`config.mk`:
```
export PLATFORM = sky130hd
export DESIGN_NAME = fetch_stage
export DESIGN_NICKNAME = d
export VERILOG_FILES = /design/src/rtl/riscv_pkg.sv /design/src/rtl/ifid_reg.sv /design/src/rtl/fetch_stage.sv
export SDC_FILE = /design/constraint.sdc
export NUM_CORES = 1
export LEC_CHECK = 0
export CORE_MARGIN = 2
export CORE_UTILIZATION = 57
export CTS_BUF_LIST = sky130_fd_sc_hd__clkbuf_4 sky130_fd_sc_hd__clkbuf_8
export CTS_CLUSTER_DIAMETER = 150
export DETAILED_ROUTE_END_ITERATION = 6
export PLACE_DENSITY = 0.88
export SLEW_MARGIN = 30
export SYNTH_ARGS = -nofsm -noshare
export SYNTH_HDL_FRONTEND = slang
export SYNTH_HIERARCHICAL = 1
export SYNTH_SLANG_ARGS = --single-unit
```
`constraint.sdc`:
```
create_clock -name clk_in -period 4.5 [get_ports clk_in]
set_input_delay 0.45 -clock clk_in [delete_from_list [all_inputs] [get_ports clk_in]]
set_output_delay 0.45 -clock clk_in [all_outputs]
set_load 0.02 [all_outputs]
```
`src/rtl/riscv_pkg.sv`:
```
// Shared constants and types for the RISC-V fetch front end.
package riscv_pkg;
  localparam logic [31:0] NOP_INSTR = 32'h0000_0013;
  localparam int RS1_LSB = 15;
  localparam int RS2_LSB = 20;
  localparam int PC_STEP = 4;

  typedef enum logic [1:0] {FETCH, WAIT, HOLD, DRAIN} fetch_state_t;
endpackage

```
`src/rtl/ifid_reg.sv`:
```
// IF/ID pipeline register: load, stall and flush controls, plus the rs1/rs2
// index slices the hazard unit compares against.
module ifid_reg
  import riscv_pkg::*;
#(
  parameter int WIDTH = 32,
  parameter int INDEX = 5
) (
  input  logic             clk_in,
  input  logic             rst_in,
  input  logic             load_in,
  input  logic             stall_in,
  input  logic             flush_in,
  input  logic [WIDTH-1:0] pc_in,
  input  logic [WIDTH-1:0] instr_in,
  output logic             valid_out,
  output logic [WIDTH-1:0] pc_out,
  output logic [WIDTH-1:0] instr_out,
  output logic [INDEX-1:0] rs1_out,
  output logic [INDEX-1:0] rs2_out
);
  logic             valid_q, valid_d;
  logic [WIDTH-1:0] pc_q, pc_d;
  logic [WIDTH-1:0] instr_q, instr_d;

  // Bubbles keep the previous pc so only valid/instr change on flush.
  always_comb begin
    valid_d = valid_q;
    pc_d    = pc_q;
    instr_d = instr_q;
    if (flush_in) begin
      valid_d = 1'b0;
      instr_d = WIDTH'(NOP_INSTR);
    end else if (load_in) begin
      valid_d = 1'b1;
      pc_d    = pc_in;
      instr_d = instr_in;
    end else if (!stall_in) begin
      valid_d = 1'b0;
      instr_d = WIDTH'(NOP_INSTR);
    end
  end

  always_ff @(posedge clk_in) begin
    if (rst_in) begin
      valid_q <= 1'b0;
      pc_q    <= '0;
      instr_q <= WIDTH'(NOP_INSTR);
    end else begin
      valid_q <= valid_d;
      pc_q    <= pc_d;
      instr_q <= instr_d;
    end
  end

  assign valid_out = valid_q;
  assign pc_out    = pc_q;
  assign instr_out = instr_q;
  assign rs1_out   = instr_q[RS1_LSB +: INDEX];
  assign rs2_out   = instr_q[RS2_LSB +: INDEX];
endmodule

```
`src/rtl/fetch_stage.sv`:
```
// Instruction-fetch stage: PC, single-outstanding imem handshake, one-entry
// response buffer and IF/ID register. FETCH_PERF_CNT_EN adds a bubble counter.
//
// state | meaning
// FETCH | request pc, wait for grant
// WAIT  | granted, wait for response
// HOLD  | response buffered while ID is stalled
// DRAIN | discard the response of a killed request
module fetch_stage
  import riscv_pkg::*;
#(
  parameter int               WIDTH    = 32,
  parameter int               INDEX    = 5,
  parameter logic [WIDTH-1:0] RESET_PC = '0
) (
  input  logic             clk_in,
  input  logic             rst_in,
  input  logic             stall_in,
  input  logic             redirect_in,
  input  logic [WIDTH-1:0] redirect_pc_in,
  output logic             imem_req_out,
  output logic [WIDTH-1:0] imem_addr_out,
  input  logic             imem_gnt_in,
  input  logic             imem_rvalid_in,
  input  logic [WIDTH-1:0] imem_rdata_in,
  output logic             ifid_valid_out,
  output logic [WIDTH-1:0] ifid_pc_out,
  output logic [WIDTH-1:0] ifid_instr_out,
  output logic [INDEX-1:0] ifid_rs1_out,
  output logic [INDEX-1:0] ifid_rs2_out
`ifdef FETCH_PERF_CNT_EN
 ,output logic [31:0]      perf_bubble_cnt_out
`endif
);
  fetch_state_t     state_q, state_d;
  logic [WIDTH-1:0] pc_q, pc_d;
  logic [WIDTH-1:0] pend_pc_q, pend_pc_d;
  logic [WIDTH-1:0] buf_pc_q, buf_pc_d;
  logic [WIDTH-1:0] buf_instr_q, buf_instr_d;
  logic             load;
  logic [WIDTH-1:0] load_pc, load_instr;

  always_comb begin
    state_d     = state_q;
    pc_d        = pc_q;
    pend_pc_d   = pend_pc_q;
    buf_pc_d    = buf_pc_q;
    buf_instr_d = buf_instr_q;
    load        = 1'b0;
    load_pc     = pend_pc_q;
    load_instr  = imem_rdata_in;
    case (state_q)
      FETCH: if (imem_gnt_in) begin
        pend_pc_d = pc_q;
        pc_d      = pc_q + WIDTH'(PC_STEP);
        state_d   = WAIT;
      end
      WAIT: if (imem_rvalid_in) begin
        if (!stall_in) begin
          load    = 1'b1;
          state_d = FETCH;
        end else begin
          buf_pc_d    = pend_pc_q;
          buf_instr_d = imem_rdata_in;
          state_d     = HOLD;
        end
      end
      HOLD: if (!stall_in) begin
        load       = 1'b1;
        load_pc    = buf_pc_q;
        load_instr = buf_instr_q;
        state_d    = FETCH;
      end
      DRAIN: if (imem_rvalid_in) state_d = FETCH;
      default: state_d = FETCH;
    endcase
    // Redirect wins over everything; a granted or in-flight request must drain.
    if (redirect_in) begin
      load = 1'b0;
      pc_d = redirect_pc_in & ~WIDTH'(3);
      case (state_q)
        FETCH:   state_d = imem_gnt_in ? DRAIN : FETCH;
        WAIT:    state_d = imem_rvalid_in ? FETCH : DRAIN;
        HOLD:    state_d = FETCH;
        DRAIN:   state_d = imem_rvalid_in ? FETCH : DRAIN;
        default: state_d = FETCH;
      endcase
    end
  end

  always_ff @(posedge clk_in) begin
    if (rst_in) begin
      state_q     <= FETCH;
      pc_q        <= RESET_PC;
      pend_pc_q   <= '0;
      buf_pc_q    <= '0;
      buf_instr_q <= WIDTH'(NOP_INSTR);
    end else begin
      state_q     <= state_d;
      pc_q        <= pc_d;
      pend_pc_q   <= pend_pc_d;
      buf_pc_q    <= buf_pc_d;
      buf_instr_q <= buf_instr_d;
    end
  end

  assign imem_req_out  = (state_q == FETCH) && !rst_in;
  assign imem_addr_out = pc_q;

  ifid_reg #(.WIDTH(WIDTH), .INDEX(INDEX)) u_ifid (
    .clk_in    (clk_in),
    .rst_in    (rst_in),
    .load_in   (load),
    .stall_in  (stall_in),
    .flush_in  (redirect_in),
    .pc_in     (load_pc),
    .instr_in  (load_instr),
    .valid_out (ifid_valid_out),
    .pc_out    (ifid_pc_out),
    .instr_out (ifid_instr_out),
    .rs1_out   (ifid_rs1_out),
    .rs2_out   (ifid_rs2_out)
  );

`ifdef FETCH_PERF_CNT_EN
  logic [31:0] perf_cnt_q, perf_cnt_d;

  always_comb begin
    perf_cnt_d = perf_cnt_q;
    if (!ifid_valid_out && perf_cnt_q != 32'hFFFF_FFFF) perf_cnt_d = perf_cnt_q + 32'd1;
  end

  always_ff @(posedge clk_in) begin
    if (rst_in) perf_cnt_q <= '0;
    else        perf_cnt_q <= perf_cnt_d;
  end

  assign perf_bubble_cnt_out = perf_cnt_q;
`endif
endmodule

```
==> results.md, run 1 <==
* Crit path top cell by count: or4_1
* Crit-path max FO at 16
* WP data required at around 5 ns
* Crit end category: register
* Critical Path Start Type: register
* Detail Route Antenna Nets at 0
* IO Port Bufs at between 150 and 200
* Drt via density at 5.74
* Final Max Tran Viols at 0
* TritonCTS clock tree: yes
* DRC at 0
* Worst Hold Depth at 2
* Peak supply drop at 0.000203 V
* Final WS setup at ~1.7 ns
* Met1 WL at 9230 um
* Clk Latency, worst-skew pair at ~0.47 ns
* Die width at 126 um
* Fin crit share at between 60% and 70%
* Sequential-to-total area share from yosys stat at a little under half
* Most common cell after layout, fill and taps aside: nand2_1
* Layout cells sized above 1 at approximately 4.7%
* Worst-case headroom to the max-slew limit at 35.0%
* Most frequent cells in the layout: 303 x nand2_1, 191 x dfxtp_1, 172 x clkdlybuf4s50_1
* Core area at approximately 15000 um^2
* Cell family with most CP delay: simple AND/OR/NAND/NOR gates
* P_leak at between 3 and 4 nW
* Main flop type after synthesis: dfxtp_1
* Post-Syn Area per Cell at between 8 and 9 um^2
* Critical path's slowest cell: or4_1
* Met3 wire len at 1310 um
* Vias in the first global route at 7179
* Dpl hpwl at ~14000 um
* Reg clk slew, reported paths at roughly 0.1 ns
* Worst slew pin tran at around 0.97 ns
* Mapped cell area at between 8000 and 9000 um^2
* Top sig layer: met4
* Endpoints failing setup at 0
* Post-Route Skew at around 0.012 ns
* Hold Vio Cnt, Final at 0
* Post-synth EDFFs at 0
* Unrepaired setup endpoints after global routing: no
* Worst EP arrival at 3.19 ns
* Netlist cell types at 52
* Outcome: complete, no violations
* Hold EP: buf_instr_q[18]
* Global-route wire length before repair at 34700 um
* Hold-fix buffer count after cts at 0
* Antenna Cells at 0
* Hold crit path type: reg2reg
* Metal2 WL at a little over 10000 um
* Starting Density at about three fifths
* FFs w/ async S/R, synth at 0%
* Gates resized, CTS repair at 0
* Fill cell count at 1134
* H-tree depth at 4
* Hold Crit Start: buf_instr_q[18]
* Final Wtd Congestion at around 0.9
* Pwr dens at approximately 310 nW/um^2
* Max Cap Violations at 0
* Start of the worst register-to-register path: imem_addr_out[4]
* Layout overhead on the synthesized area at 23.8%
* Drt total wl at 21400 um
* Final net count at between 1000 and 1500
* CP bufs+invs at 0
* Largest net degree at the start of global routing at 86
* Crit-path max cell delay at approximately 0.83 ns
* DRT iter0 DRCs at roughly 540
* FF+latch area at 3820 um^2
* Cell depth of the worst flop-to-flop path at 4
* Tmin final at between 2 and 3 ns
* Clk buf depth at 2
* Fin Setup TNS at 0 ns
* Initial antenna violation count at 0
* Hold Worst Slack at 0.454 ns
* Vias at 7772
* Placed inst area at between 10000 and 15000 um^2
* Die H at between 100 and 150 um
* Worst Setup Path Type: reg2reg
* Wire per inst at approximately 16 um
* CP Cell Sequence: nand3_1 > or4_1 > or4_1 > a311oi_1
* Yosys reg bits at 191
* Clock sink total at between 150 and 200
* Synthesized netlist cell count at approximately 1000
* Final Core Density at around 72%
* Clk root buf: clkbuf_8
* Remaining global-route overflow at 0
* Post-CTS Setup Inserts at 0
* Num CTS Buffers at 17
* Multi-input logic area at between 4000 and 5000 um^2
* Place WS at ~1.5 ns
* Ports at between 150 and 200
* Die ar. at about 16000 um^2
* Gr usage total at between 20% and 30%
* Detailed Routing Iterations Pass 1 at 5
* Post-route design area at approximately 10000 um^2
* Rows at between 40 and 50
* Fmax at 0.355 GHz
* Crit Reg-Reg Endpoint: imem_addr_out[20]
* Ys Warns at 6
* Reg2reg setup slack at 1.68 ns
==> cell usage after synthesis, types with 4 or more instances <==
library cell	n	share of area, %
a2111oi_0	5	0.52
a211oi_1	8	0.71
a21oi_1	160	9.4
a311oi_1	13	1.3
and4_1	4	0.41
buf_1	7	0.31
buf_2	13	0.77
buf_4	12	1.1
clkbuf_1	56	2.5
dfxtp_1	191	45
ha_1	6	0.89
inv_1	14	0.62
mux2_1	62	8.2
nand2_1	303	13
nand3_1	12	0.71
nand3b_1	32	2.8
nand4_1	12	0.89
nor2_1	28	1.2
nor2b_1	10	0.74
nor3_1	11	0.65
nor4_1	9	0.66
o31ai_1	7	0.62
or4_1	8	0.71
xnor2_1	8	0.83
==> worst register-to-register path, delay by kind of cell, from the launching register on <==
kind             cells  cell delay, ns
flip-flops           1            0.52
AND/OR/NAND/NOR      3            1.95
AO/OA/AOI/OAI        1            0.26
==> cells by family after synthesis <==
kind of cell	after synthesis	share of synthesized area (%)
muxes	64	8.47
AOI/OAI and AO/OA	212	14.2
buffers and inverters	106	5.68
and+or+nand+nor	455	24.5
other	1	0.0443
adders and majority gates	6	0.886
xor gates and xnor gates	10	1.03
DFF	191	45.1
==> where the power goes <==
group          switching [W]  internal [W]  leakage [nW]  total [W]
Sequential         0.0000573       0.00173          1.55    0.00179
Combinational       0.000205      0.000168          1.78   0.000374
Clock               0.000626      0.000438         0.178    0.00106
==> layout make-up <==
type	instances	area share [%]
flip-flops and latches	191	36.4
well taps	184	2.19
multi-input cells	749	40.0
repair buffers	184	17.3
clock buffers	20	2.62
inverters	15	0.537
clock inverters	12	0.954
==> stage by stage <==
step,cells,power [W]
floorplan,1046,0.00203
global placement,1323,0.00219
detailed placement,1323,0.00220
CTS,1355,0.00323
global route,1355,0.00335
finish,1355,0.00323
==> metal layers <==
metal | up-vias | track usage (%)
li1 | 3785 | -
met1 | 3649 | 33.8
met2 | 292 | 44.6
met3 | 46 | 4.97
met4 | 0 | 10.8
met5 | - | 0
==> sequential cells by signal (all words and copies together) (netlist names) <==
register / cells
u_ifid/instr_out: 32
pend_pc_q: 30
u_ifid/pc_out: 32
buf_instr_q: 32
state_q: 2
buf_pc_q: 32
u_ifid/valid_out: 1
imem_addr_out: 30
==> how the worst max path moves through the flow <==
stage / from / to / cells after the start
6_report: imem_addr_out[4] / imem_addr_out[20] / 4
5_1_grt: state_q[0] / imem_addr_out[23] / 6
4_1_cts: imem_addr_out[4] / imem_addr_out[23] / 4
3_5_place_dp: imem_gnt_in / imem_addr_out[23] / 5
3_3_place_gp: imem_gnt_in / imem_addr_out[22] / 5
2_1_floorplan: imem_addr_out[2] / imem_addr_out[26] / 6
(Power assumes the default switching activity.)
==> run 2: changes to the inputs <==
--- a/config.mk
+++ b/config.mk
@@ -6,11 +6,11 @@
 export NUM_CORES = 1
 export LEC_CHECK = 0
 export CORE_MARGIN = 2
-export CORE_UTILIZATION = 57
+export CORE_UTILIZATION = 48
 export CTS_BUF_LIST = sky130_fd_sc_hd__clkbuf_4 sky130_fd_sc_hd__clkbuf_8
 export CTS_CLUSTER_DIAMETER = 150
 export DETAILED_ROUTE_END_ITERATION = 6
-export PLACE_DENSITY = 0.88
+export PLACE_DENSITY = 0.79
 export SLEW_MARGIN = 30
 export SYNTH_ARGS = -nofsm -noshare
 export SYNTH_HDL_FRONTEND = slang
==> constraint.sdc (replaced) <==
create_clock -name clk_in -period 2.4 [get_ports clk_in]
set_input_delay 0.24 -clock clk_in [delete_from_list [all_inputs] [get_ports clk_in]]
set_output_delay 0.24 -clock clk_in [all_outputs]
set_load 0.02 [all_outputs]
==> run 2 against run 1 <==
Effect of this change:
- clock power is 110% higher
- sequential power is 86% higher
- clock-buffer cell count is 2 lower
- register-to-register slack worse by 1.5 ns
- first-iteration DRC count is 6.2% higher
- wire length is 3.1% higher
- combinational power is 110% higher
- die area is 18% higher
- core utilization is 9.4 points lower
==> results.md, run 2 (same netlist as run 1, synthesis figures left out) <==
* Final Max Tran Viols at 0
* Final Core Density at around 63%
* Antenna Cells at 0
* Max Cap Violations at 0
* Endpoints failing setup at 0
* Initial antenna violation count at 0
* IO Port Bufs at about 170
* Worst Setup Path Type: reg2out
* Drt via density at 5.49
* Most common cell after layout, fill and taps aside: nand2_1
* Num CTS Buffers at 17
* Reg clk slew, reported paths at approximately 0.1 ns
* Wire per inst at 15.5 um
* Hold Vio Cnt, Final at 0
* Hold crit path type: in2reg
* Peak supply drop at 0.000397 V
* Gates resized, CTS repair at 0
* Vias in the first global route at a little over 7000
* TritonCTS clock tree: yes
* Outcome: complete, no violations
* Crit-path max FO at 7
* Logic pwr share at between 10 and 15%
* Largest net degree at the start of global routing at 71
* Hold-fix buffer count after cts at 0
* P_sw at between 0.0015 and 0.002 W
* Fin crit share at a little over nine tenths
* Gr usage total at a little under a quarter
* Clk Latency, worst-skew pair at roughly 0.47 ns
* Global-route wire length before repair at around 35000 um
* Die width at ~140 um
* Ports at around 180
* H-tree depth at 4
* Critical Path Start Type: register
* DRC at 0
* P_int at between 0.004 and 0.005 W
* Die H at roughly 140 um
* Dpl hpwl at 14800 um
* Final net count at roughly 1300
* Crit end category: primary output
* Detailed Routing Iterations Pass 1 at 5
* Hold Worst Slack at around 0.23 ns
* Most frequent cells in the layout: 303 x nand2_1, 191 x dfxtp_1, 172 x clkdlybuf4s50_1
* DRT iter0 DRCs at between 500 and 600
* Clk pwr share at between 30% and 40%
* Remaining global-route overflow at 0
* Fin Setup TNS at 0 ns
* Worst EP arrival at between 2 and 2.5 ns
* Vias at about 7800
* Clock sink total at about 190
* Post-Route Skew at between 0.01 and 0.015 ns
* Core area at 17300 um^2
* Tmin final at between 2 and 2.5 ns
* Worst slew pin tran at 0.596 ns
* Starting Density at 49.0%
* Layout overhead on the synthesized area at 28.1%
* Clk buf depth at 2
* Die ar. at about 19000 um^2
* Final Wtd Congestion at between 0.9 and 1
* Pwr dens at roughly 580 nW/um^2
* Detail Route Antenna Nets at 0
* WP data required at ~2.2 ns
* Layout cells sized above 1 at about 6.8%
* Drt total wl at ~22000 um
* PnR Total Power at around 0.0063 W
* Post-CTS Setup Inserts at 0
* Sequential power share at a little over half
* P_leak at 3.70 nW
* Worst-case headroom to the max-slew limit at around three fifths
* Unrepaired setup endpoints after global routing: no
* Clk root buf: clkbuf_8
* Sw frac at a little over a quarter
* Fmax at between 0.4 and 0.5 GHz
* Rows at 48
run 2: through the flow:
stage / setup WS (ns) / cells / cell area [um^2]
6_report: 0.131 / 1424 / 10900
5_1_grt: 0.0365 / 1424 / 10900
4_1_cts: 0.0997 / 1424 / 10900
3_5_place_dp: 0.154 / 1392 / 10400
3_3_place_gp: 0.149 / 1392 / 10400
2_1_floorplan: 0.196 / 1046 / 8480
run 2: per-layer routing:
layer	GRT usage, %	part of all wire, %	up-vias
li1	-	-	3841
met1	29.6	43	3610
met2	39.8	47	323
met3	4.74	7.7	40
met4	7.16	1.7	0
met5	0	0	-
run 2: worst max-delay path, cell delays in order (launching register included):
cell and delay (ns):
dfxtp_1 0.40, inv_1 0.10, ha_1 0.22, buf_4 0.16, nor2b_1 0.13, clkdlybuf4s50_1 0.56
run 2: layout make-up:
type                            count  area [um^2]
Clock buffer                       18          241
Timing Repair Buffer              212         2080
Inverter                           15         56.3
Multi-Input combinational cell    749         4200
Tap cell                          225          282
Clock inverter                     14          170
Fill cell                        1509         6440
Sequential cell                   191         3820
run 2: worst paths after layout:
check                                      start           endpoint  slack, ns  depth (start not counted)
worst min register to register       buf_pc_q[0]        buf_pc_q[0]       0.45                          2
worst max register to register  imem_addr_out[2]  imem_addr_out[20]       0.18                          5
worst min-delay path                      rst_in     buf_instr_q[9]       0.23                          2
worst max-delay path                  state_q[0]       imem_req_out       0.13                          5
run 2: power groups by stage:
stage                     clock network (W)  registers (W)  logic [W]
after global placement                    0        0.00340   0.000762
after CTS                           0.00225        0.00333   0.000776
after floorplan                           0        0.00343   0.000371
final                               0.00220        0.00333   0.000777
after global routing                0.00236        0.00334   0.000838
after detailed placement                  0        0.00340   0.000770
==> run 3: changes to the inputs <==
--- a/config.mk
+++ b/config.mk
@@ -7,7 +7,7 @@
 export LEC_CHECK = 0
 export CORE_MARGIN = 2
 export CORE_UTILIZATION = 48
-export CTS_BUF_LIST = sky130_fd_sc_hd__clkbuf_4 sky130_fd_sc_hd__clkbuf_8
+export CTS_BUF_LIST = sky130_fd_sc_hd__clkbuf_8
 export CTS_CLUSTER_DIAMETER = 150
 export DETAILED_ROUTE_END_ITERATION = 6
 export PLACE_DENSITY = 0.79
@@ -16,3 +16,4 @@
 export SYNTH_HDL_FRONTEND = slang
 export SYNTH_HIERARCHICAL = 1
 export SYNTH_SLANG_ARGS = --single-unit
+export TNS_END_PERCENT = 30
==> run 3 against run 2 <==
Effect of this change:
- fmax about the same
- wire length up 0.14%
- setup slack is essentially flat
- total power is 0.24% lower
- register-to-register slack hardly changed
- core utilization about the same
- first-iteration DRC count down 2.8%
- clock power is essentially flat
- hold slack is essentially flat
- sequential cell count unchanged
- critical path depth unchanged
==> results.md, run 3 (same netlist as run 1, synthesis figures left out) <==
* Outcome: complete, no violations
* Tmin final at ~2.3 ns
* Detailed Routing Iterations Pass 1 at 5
* Largest net degree at the start of global routing at about 70
* Hold Vio Cnt, Final at 0
* Clk buf depth at 2
* Global-route wire length before repair at roughly 35000 um
* P_leak at 3.70 nW
* Crit-path max FO at 7
* PnR Total Power at approximately 0.0063 W
* Layout overhead on the synthesized area at 28.0%
* Hold crit path type: in2reg
* IO Port Bufs at approximately 170
* Pwr dens at just under 600 nW/um^2
* Detail Route Antenna Nets at 0
* Fmax at 0.441 GHz
* Remaining global-route overflow at 0
* DRC at 0
* P_sw at between 0.0015 and 0.002 W
* DRT iter0 DRCs at approximately 550
* Worst Setup Path Type: reg2out
* Starting Density at approximately half
* Sw frac at between 20% and 30%
* Post-Layout Cell Count at roughly 1400
* Sequential power share at between 50% and 60%
* Final Wtd Congestion at a little over 0.9
* Antenna Cells at 0
* WP data required at approximately 2.2 ns
* Post-CTS Setup Inserts at 0
* Vias at approximately 7800
* Drt total wl at about 22000 um
* Endpoints failing setup at 0
* Initial antenna violation count at 0
* Fill cell count at between 1500 and 2000
* Vias in the first global route at 7132
* Gates resized, CTS repair at 0
* Final Max Tran Viols at 0
* Hold-fix buffer count after cts at 0
* Peak supply drop at roughly 0.0004 V
* Core area at about 17000 um^2
* Logic pwr share at roughly 12%
* Dpl hpwl at ~15000 um
* Die ar. at 18700 um^2
* Gr usage total at between 20% and 30%
* Clk Latency, worst-skew pair at around 0.47 ns
* Fin crit share at 94.5%
* Rows at 48
* Drt via density at around 5.5
* Worst-case headroom to the max-slew limit at roughly three fifths
* Fin Setup TNS at 0 ns
* Die width at between 100 and 150 um
* Post-Route Skew at between 0.01 and 0.015 ns
* Layout cells sized above 1 at 6.76%
* GRT Max-Usage Layer: met2
* Met2 global-route usage at between 30% and 40%
* H-tree depth at 4
* Clock sink total at between 150 and 200
* P_int at ~0.0046 W
* Critical Path Start Type: register
* TritonCTS clock tree: yes
* Num CTS Buffers at 17
* Wire per inst at 15.6 um
* Crit end category: primary output
* Worst slew pin tran at between 0.5 and 0.6 ns
* Max Cap Violations at 0
* Clk pwr share at about a third
* Ports at between 150 and 200
* Final net count at 1262
* Dpl cells at 1392
* Die H at approximately 140 um
* Clk root buf: clkbuf_8
* Unrepaired setup endpoints after global routing: no
* Met3 usage at around 4.7%
* Most common cell after layout, fill and taps aside: nand2_1
* M1 GR Usage at 29.6%
* Worst EP arrival at roughly 2.0 ns
* Most frequent cells in the layout: 303 x nand2_1, 191 x dfxtp_1, 172 x clkdlybuf4s50_1
* Reg clk slew, reported paths at around 0.10 ns
==> run 3: cell type report <==
| cell class | instances | area (um^2) | area share [%] |
|---|---|---|---|
| inverters | 15 | 56.3 | 0.519 |
| multi-input cells | 749 | 4200 | 38.7 |
| clock buffers | 17 | 234 | 2.16 |
| repair buffers | 212 | 2080 | 19.2 |
| flip-flops and latches | 191 | 3820 | 35.2 |
| clock inverters | 15 | 174 | 1.60 |
| well taps | 225 | 282 | 2.59 |
==> run 3: worst paths after layout <==
kind | start | to | slack [ns] | cells after the start
worst max register to register | imem_addr_out[2] | imem_addr_out[20] | 0.18 | 5
worst min register to register | buf_pc_q[0] | buf_pc_q[0] | 0.45 | 2
worst min-delay path | rst_in | buf_instr_q[9] | 0.23 | 2
worst max-delay path | state_q[0] | imem_req_out | 0.13 | 5
==> run 3: power groups by stage <==
| stage | clock, W | combinational, W | sequential, W |
|---|---|---|---|
| 6_report | 0.00219 | 0.000777 | 0.00333 |
| 3_5_place_dp | 0 | 0.000770 | 0.00340 |
| 3_3_place_gp | 0 | 0.000762 | 0.00340 |
| 2_1_floorplan | 0 | 0.000371 | 0.00343 |
| 4_1_cts | 0.00223 | 0.000776 | 0.00333 |
| 5_1_grt | 0.00234 | 0.000838 | 0.00334 |
==> run 3: through the flow <==
stage / util (%) / instance area (um^2) / worst slack, ns / hold slack (ns)
6_report: 62.7 / 10800 / 0.131 / 0.227
5_1_grt: 62.7 / 10800 / 0.0365 / 0.225
4_1_cts: 62.7 / 10800 / 0.0997 / 0.191
3_5_place_dp: 60.4 / 10400 / 0.154 / 0.435
3_3_place_gp: 60.4 / 10400 / 0.149 / 0.431
2_1_floorplan: - / 8480 / 0.196 / 0.360
==> run 3: critical path, cell delays in order, from the launching register on <==
cell,delay (ns)
dfxtp_1,0.39
inv_1,0.10
ha_1,0.22
buf_4,0.16
nor2b_1,0.13
clkdlybuf4s50_1,0.56
==> run 3: layer usage <==
layer  vias up  wire length, um
met5         -                0
met4         0              358
met3        36             1670
met2       305            10500
met1      3631             9580
li1       3840                -
